===== src/rtl/mem_read_port.sv =====
// Single-outstanding read engine: accepts an address, strobes a synchronous RAM,
// waits the fixed RAM latency, then holds the returned word until the consumer takes it.
module mem_read_port #(
    parameter int unsigned DATA_WIDTH   = 8,
    parameter int unsigned ADDR_WIDTH   = 8,
    parameter int unsigned READ_LATENCY = 1
) (
    input  logic                  clk,
    input  logic                  reset,
    input  logic                  req_valid,
    output logic                  req_ready,
    input  logic [ADDR_WIDTH-1:0] req_addr,
    output logic [ADDR_WIDTH-1:0] mem_addr,
    output logic                  mem_rd,
    input  logic [DATA_WIDTH-1:0] mem_data_in,
    output logic                  rsp_valid,
    input  logic                  rsp_ready,
    output logic [DATA_WIDTH-1:0] rsp_data,
    output logic                  busy
);

    if (READ_LATENCY < 1 || READ_LATENCY > 15) begin : g_bad_latency
        $error("mem_read_port: READ_LATENCY must be in 1..15");
    end

    localparam logic [3:0] LAT = 4'(READ_LATENCY);

    typedef enum logic [1:0] {
        IDLE  = 2'd0,
        ISSUE = 2'd1,
        WAIT  = 2'd2,
        HOLD  = 2'd3
    } state_t;

    state_t     state;
    state_t     state_nxt;
    logic [3:0] count;
    logic       accept;
    logic       capture;

    always_ff @(posedge clk or negedge reset) begin
        if (!reset) begin
            state <= IDLE;
        end else begin
            state <= state_nxt;
        end
    end

    always_comb begin
        state_nxt = state;
        accept    = 1'b0;
        capture   = 1'b0;
        case (state)
            IDLE: begin
                if (req_valid) begin
                    accept    = 1'b1;
                    state_nxt = ISSUE;
                end
            end
            ISSUE: state_nxt = WAIT;
            WAIT: begin
                if (count == 4'd1) begin
                    capture   = 1'b1;
                    state_nxt = HOLD;
                end
            end
            HOLD: begin
                if (rsp_ready) begin
                    state_nxt = IDLE;
                end
            end
            default: state_nxt = IDLE;
        endcase
    end

    // counter is loaded on acceptance but only counts down in WAIT, so the
    // capture edge lands READ_LATENCY+1 edges after the accepting edge
    always_ff @(posedge clk or negedge reset) begin
        if (!reset) begin
            mem_addr  <= '0;
            mem_rd    <= 1'b0;
            count     <= '0;
            rsp_valid <= 1'b0;
            rsp_data  <= '0;
        end else begin
            if (accept) begin
                mem_addr <= req_addr;
                mem_rd   <= 1'b1;
                count    <= LAT;
            end
            if (state == ISSUE) begin
                mem_rd <= 1'b0;
            end
            if (state == WAIT) begin
                count <= count - 4'd1;
            end
            if (capture) begin
                rsp_data  <= mem_data_in;
                rsp_valid <= 1'b1;
            end
            if (state == HOLD && rsp_ready) begin
                rsp_valid <= 1'b0;
            end
        end
    end

    assign req_ready = (state == IDLE);
    assign busy      = (state != IDLE);

endmodule


===== config.mk =====
export PLATFORM = sky130hd
export DESIGN_NAME = mem_read_port
export DESIGN_NICKNAME = d
export VERILOG_FILES = /design/src/rtl/mem_read_port.sv
export SDC_FILE = /design/constraint.sdc
export NUM_CORES = 1
export LEC_CHECK = 0
export CAP_MARGIN = 10
export CORE_MARGIN = 3
export CORE_UTILIZATION = 48
export CTS_BUF_LIST = sky130_fd_sc_hd__clkbuf_8
export DETAILED_ROUTE_END_ITERATION = 8
export GPL_ROUTABILITY_DRIVEN = 1
export PLACE_DENSITY_LB_ADDON = 0.25
export REMOVE_ABC_BUFFERS = 1
export SLEW_MARGIN = 10
export SYNTH_ARGS = -nofsm -noshare
export SYNTH_HDL_FRONTEND = slang
export SYNTH_SLANG_ARGS = --single-unit

===== constraint.sdc =====
create_clock -name clk -period 2.5 [get_ports clk]
set_input_delay 0.5 -clock clk [delete_from_list [all_inputs] [get_ports clk]]
set_output_delay 0.5 -clock clk [all_outputs]
set_load 0.005 [all_outputs]

==> metrics.md, run 1 <==
| Metric | Value |
|---|---|
| Htree depth | 1 |
| Post-CTS sizing | 0 |
| Post-synthesis cell area | 1075 um2 |
| Area delta synth->final | 43.77% |
| Filler cells | 137 |
| DRC violations left | 0 |
| Port Buffers | 39 |
| Commonest cells after routing, fill and taps aside | 39 x clkdlybuf4s50_1, 24 x dfrtp_1, 16 x mux2_2 |
| Vias in the first global route | 812 |
| Worst-skew pair later-pin latency | 0.26 ns |
| Post-synth EDFFs | 0 |
| RSZ-0062 raised after global routing | no |
| Ys Warns | 0 |
| CP Data Arrival Time | 1.64 ns |
| Die ar. | 2843 um2 |
| Startpoint Class | flop |
| Synth Area in Compound Gates | 0.06170 |
| Worst setup margin | 0.3629 ns |
| DRT Pass-1 Iters | 4 |
| GP Congestion | 0.7397 |
| CP Class | flop to output pin |
| Initial core utilization | 0.5263 |
| First-pass GRT wire length | 3.429 mm |
| Area of the multi-input gates | 431.7 um2 |
| CTS Sinks | 24 |
| Cell count after placement | 146 |
| Count of cell types in the netlist | 21 |
| Tightest Hold Check Type | flop to flop |
| Setup_tns | 0 ns |
| Max Freq | 467.9 MHz |
| Main synth FF type | dfrtp_1 |
| Fin. Hold Viols | 0 |
| CTS Hold Bufs | 0 |
| Worst r2r path cells | 4 |
| Worst Skew | 0.001667 ns |
| HPWL reported at the end of detailed placement | 1.617 mm |
| Syn avg cell area | 13.27 um2 |
| Setup Buffers After CTS | 0 |
| Routed WL per cell | 14.24 um |
| Die height | 53.32 um |
| Inserted Clock Buffers | 3 |
| Nets@finish | 151 |
| Via Count | 765 |
| CORE AREA | 2042 um2 |
| Initial detailed-routing violation count | 7 |
| GRT Overall Usage | 0.1695 |
| Fraction of registers with async set/reset | 1.000 |
| Slew HR | 0.7254 |
| Max cap viols | 0 |
| Worst vdd ir | 0.7012 mV |
| Tcrit/Tclk final | 0.8549 |
| Total Wirelength | 2.136 mm |
| Initial antenna violation count | 0 |
| XOR/XNOR share of the synthesized area | 0 |
| Final Util | 0.7567 |
| CTS tree | done |
| I/O Pins | 40 |
| Std cell rows | 16 |
| Max-slew violation count | 0 |
| PwrDens | 1218 nW/um2 |
| Fraction of synthesized area in multiplexers | 0.1967 |
| Largest net degree at the start of global routing | 25 |
| Remaining global-route overflow | 0 |
| Adder-cell share of the synthesized area | 0.08149 |
| Register area | 600.6 um2 |
| Clock slew at reported path FFs | 0.08 ns |
| Synth Area in Simple Gates | 0.06170 |
| Root buf cell | clkbuf_8 |
| Final critical-path required period | 2.137 ns |
| Seq/Total Area, Yosys | 0.5588 |
| Hold path depth | 2 |
| Main combinational cell family by area after synthesis | multiplexers |
| Vias per inst | 5.100 |
| Worst Path Max Fanout | 7 |
| Commonest non-fill, non-tap cell in the layout | clkdlybuf4s50_1 |
| Slew @ Worst Pin | 0.4119 ns |
| Final cell count without fillers | 150 |
| Static leakage | 0.6819 nW |
| Endpoint type of the worst setup path | output pin |
| WP data required | 2.00 ns |
| Post-place setup slack | 0.4510 ns |
| #FFs+latches synth | 24 |
| Antenna-violating nets left | 0 |
| Share of layout cells above drive strength 1 | 0.1870 |
| # diodes | 0 |
| Worst hold margin | 0.5022 ns |
| Bufs on Longest Clock Path | 2 |
| Status | completed |
| Syn Inst Count | 81 |
| Final Setup Violations | 0 |
| Die Wd | 53.32 um |
==> synthesized netlist by cell type, types with 2 or more instances <==
cell	instances	area share
dfrtp_1	24	0.56
mux2_2	16	0.17
ha_1	7	0.081
inv_1	7	0.024
nand2_1	4	0.014
a21oi_1	3	0.014
nor2_1	3	0.010
o21ai_0	3	0.014
mux2i_1	2	0.019
==> per-stage QoR <==
step / area [um2] / power (mW)
after global placement: 1490 / 1.589
after detailed placement: 1490 / 1.641
final: 1545 / 1.882
after global routing: 1545 / 2.015
after floorplan: 1059 / 1.154
after CTS: 1545 / 1.909
==> where the power goes <==
part / internal (mW) / switching (mW) / total, mW
Combinational: 0.579 / 0.330 / 0.909
Sequential: 0.588 / 0.126 / 0.714
Clock: 0.140 / 0.119 / 0.259
Total: 1.31 / 0.575 / 1.88
==> worst paths after layout <==
path | endpoint | slack (ns) | start
max | busy | 0.36 | state[0]$_DFFE_PN0P_
min | mem_rd$_DFFE_PN0P_ | 0.50 | mem_rd$_DFFE_PN0P_
max reg2reg | rsp_data[6]$_DFFE_PN0P_ | 0.66 | state[0]$_DFFE_PN0P_
min reg2reg | mem_rd$_DFFE_PN0P_ | 0.50 | mem_rd$_DFFE_PN0P_
max in group asynchronous | mem_addr[5]$_DFFE_PN0P_ | 1.68 | reset
min in group asynchronous | rsp_valid$_DFFE_PN0P_ | 0.59 | reset
==> logic make-up (layout without fill, tap and decap cells) <==
group,count (synthesis),in the layout
AO/OA/AOI/OAI,10,10
multiplexers,19,19
adder cells (fa/ha/maj),7,7
buffers and inverters,9,51
flip-flops,24,24
AND/OR/NAND/NOR,12,12
==> per-layer routing <==
| layer | part of all wire | vias up | track usage |
|---|---|---|---|
| li1 | - | 360 | - |
| met1 | 0.41 | 376 | 0.1878 |
| met2 | 0.51 | 25 | 0.2959 |
| met3 | 0.064 | 4 | 0.04789 |
| met4 | 0.015 | 0 | 0.07660 |
| met5 | 0 | - | 0 |
==> registers in the layout, indices dropped and copies added, names as in the netlist <==
signal	flops
count	4
mem_addr	8
mem_rd	1
rsp_data	8
rsp_valid	1
state	2
==> worst max-delay path, cell delays in order, from the launching register on <==
cell and delay (ns):
dfrtp_1 0.41, inv_1 0.10, ha_1 0.28, inv_1 0.09, clkdlybuf4s50_1 0.49
==> layout make-up <==
| class | count | area share |
|---|---|---|
| Tap cell | 27 | 0.02186 |
| Multi-Input combinational cell | 48 | 0.2794 |
| Timing Repair Buffer | 40 | 0.2575 |
| Clock buffer | 4 | 0.03563 |
| Sequential cell | 24 | 0.3887 |
| Inverter | 7 | 0.01700 |
(Power assumes the default switching activity.)
==> run 2, diff against run 1 <==
--- a/config.mk
+++ b/config.mk
@@ -13,7 +13,7 @@
 export GPL_ROUTABILITY_DRIVEN = 1
 export PLACE_DENSITY_LB_ADDON = 0.25
 export REMOVE_ABC_BUFFERS = 1
-export SLEW_MARGIN = 10
+export SLEW_MARGIN = 40
 export SYNTH_ARGS = -nofsm -noshare
 export SYNTH_HDL_FRONTEND = slang
 export SYNTH_SLANG_ARGS = --single-unit
==> results of run 2 <==
The final DEF is identical to that of run 1; final timing and power are the same.
==> run 3, diff against run 2 <==
--- a/config.mk
+++ b/config.mk
@@ -6,7 +6,7 @@
 export NUM_CORES = 1
 export LEC_CHECK = 0
 export CAP_MARGIN = 10
-export CORE_MARGIN = 3
+export CORE_MARGIN = 1.5
 export CORE_UTILIZATION = 48
 export CTS_BUF_LIST = sky130_fd_sc_hd__clkbuf_8
 export DETAILED_ROUTE_END_ITERATION = 8
==> run 3 against run 2 <==
- clock-buffer cell count is the same
- clock power is essentially flat
- wire length grew 6.6%
- sequential cell count is the same
- global-route usage grew 3.3 points
- critical endpoint is now req_ready
- largest power group unchanged
==> metrics.md, run 3 (synthesized netlist as in run 1, its figures left out) <==
| Metric | Value |
|---|---|
| Setup_tns | 0 ns |
| Endpoint type of the worst setup path | output pin |
| Slew @ Worst Pin | 0.4157 ns |
| Static leakage | 0.6819 nW |
| Fin. Hold Viols | 0 |
| Vias per inst | 5.093 |
| CP Class | flop to output pin |
| Top flop regs | mem_addr (8), rsp_data (8), count (4) |
| Std cell rows | 16 |
| Initial core utilization | 0.5263 |
| Final Power | 1.896 mW |
| Clk network pwr share | 0.137 |
| Largest net degree at the start of global routing | 25 |
| Detail Route met3 WL | 85 um |
| RSZ-0062 raised after global routing | no |
| WL met1 | 953 um |
| Via Count | 764 |
| Final Setup Violations | 0 |
| Remaining global-route overflow | 0 |
| I/O Pins | 40 |
| Port Buffers | 39 |
| Startpoint Class | flop |
| Filler cells | 146 |
| Area of the multi-input gates | 431.7 um2 |
| Switching power | 0.5876 mW |
| Worst setup margin | 0.3623 ns |
| Root buf cell | clkbuf_8 |
| Max cap viols | 0 |
| Status | completed |
| CP Data Arrival Time | 1.64 ns |
| CTS Hold Bufs | 0 |
| # diodes | 0 |
| Initial detailed-routing violation count | 3 |
| Inserted Clock Buffers | 3 |
| Met2 routed WL | 1.225 mm |
| DRC violations left | 0 |
| Max Freq | 467.8 MHz |
| Worst Path Max Fanout | 7 |
| Slew HR | 0.7229 |
| GP Congestion | 0.7947 |
| Register area | 600.6 um2 |
| DRT Pass-1 Iters | 4 |
| Sequential cell fraction of total power | 0.376 |
| Commonest cells after routing, fill and taps aside | 39 x clkdlybuf4s50_1, 24 x dfrtp_1, 16 x mux2_2 |
| Worst vdd ir | 0.7935 mV |
| Setup Buffers After CTS | 0 |
| PwrDens | 1227 nW/um2 |
| Total Wirelength | 2.276 mm |
| Area delta synth->final | 43.77% |
| Clock slew at reported path FFs | 0.08 ns |
| CORE AREA | 2042 um2 |
| Top Metal Used | met4 |
| Initial antenna violation count | 0 |
| Post-place setup slack | 0.4836 ns |
| CTS tree | done |
| CTS Sinks | 24 |
| Switching Fraction | 0.3099 |
| Die height | 50.32 um |
| Final critical-path required period | 2.138 ns |
| Routed WL per cell | 15.17 um |
| Tcrit/Tclk final | 0.8551 |
| Bufs on Longest Clock Path | 2 |
| Tightest Hold Check Type | flop to flop |
| Max-slew violation count | 0 |
| Part of the power in combinational logic | 0.486 |
| Die Wd | 50.32 um |
| Worst Skew | 0.003389 ns |
| WP data required | 2.00 ns |
| Htree depth | 1 |
| Die ar. | 2532 um2 |
| GRT Overall Usage | 0.2021 |
| Worst-skew pair later-pin latency | 0.26 ns |
| Share of layout cells above drive strength 1 | 0.1870 |
| Antenna-violating nets left | 0 |
| Internal power | 1.308 mW |
| Vias in the first global route | 857 |
| Nets@finish | 151 |
| Reg-to-reg setup timing slack | 0.64 ns |
| HPWL reported at the end of detailed placement | 1.728 mm |
| First-pass GRT wire length | 3.808 mm |
| Commonest non-fill, non-tap cell in the layout | clkdlybuf4s50_1 |
| Post-CTS sizing | 0 |
run 3: path summary, 6_finish.rpt:
check / from / to / cells after the start
setup / recovery: state[1]$_DFFE_PN0P_ / req_ready / 3
hold / removal: mem_addr[4]$_DFFE_PN0P_ / mem_addr[4]$_DFFE_PN0P_ / 1
setup reg to reg: state[0]$_DFFE_PN0P_ / rsp_data[0]$_DFFE_PN0P_ / 4
hold reg to reg: mem_addr[4]$_DFFE_PN0P_ / mem_addr[4]$_DFFE_PN0P_ / 1
max in group asynchronous: reset / mem_addr[2]$_DFFE_PN0P_ / 2
min in group asynchronous: reset / rsp_valid$_DFFE_PN0P_ / 2
run 3: through the flow:
step                cells  hold slack (ns)  cell area (um2)  utilization
global route          150           0.5344             1545       0.7567
CTS                   150           0.5128             1545       0.7567
finish                150           0.5098             1545       0.7567
detailed placement    146           0.4938             1490       0.7298
global placement      146           0.4865             1490       0.7298
floorplan              79           0.2044             1059            -
run 3: layout make-up:
type                    instances  area share
clock buffers                   4     0.03563
inverters                       7     0.01700
repair buffers                 40      0.2575
multi-input cells              48      0.2794
well taps                      27     0.02186
flip-flops and latches         24      0.3887
run 3: metal layers:
metal	global-route usage	vias to the layer above
li1	-	363
met1	0.2425	381
met2	0.3662	18
met3	0.04167	2
met4	0.05405	0
met5	0	-
run 3: power groups by stage:
stage / Combinational [mW] / Clock (mW) / Sequential (mW)
2_1_floorplan: 0.443 / 0 / 0.712
3_3_place_gp: 0.883 / 0 / 0.702
3_5_place_dp: 0.928 / 0 / 0.720
4_1_cts: 0.934 / 0.264 / 0.714
5_1_grt: 1.00 / 0.279 / 0.741
6_report: 0.922 / 0.260 / 0.714
run 3: critical path, stage by stage (launching register included):
cell,delay [ns]
dfrtp_1,0.43
inv_1,0.12
ha_1,0.29
clkdlybuf4s50_1,0.54
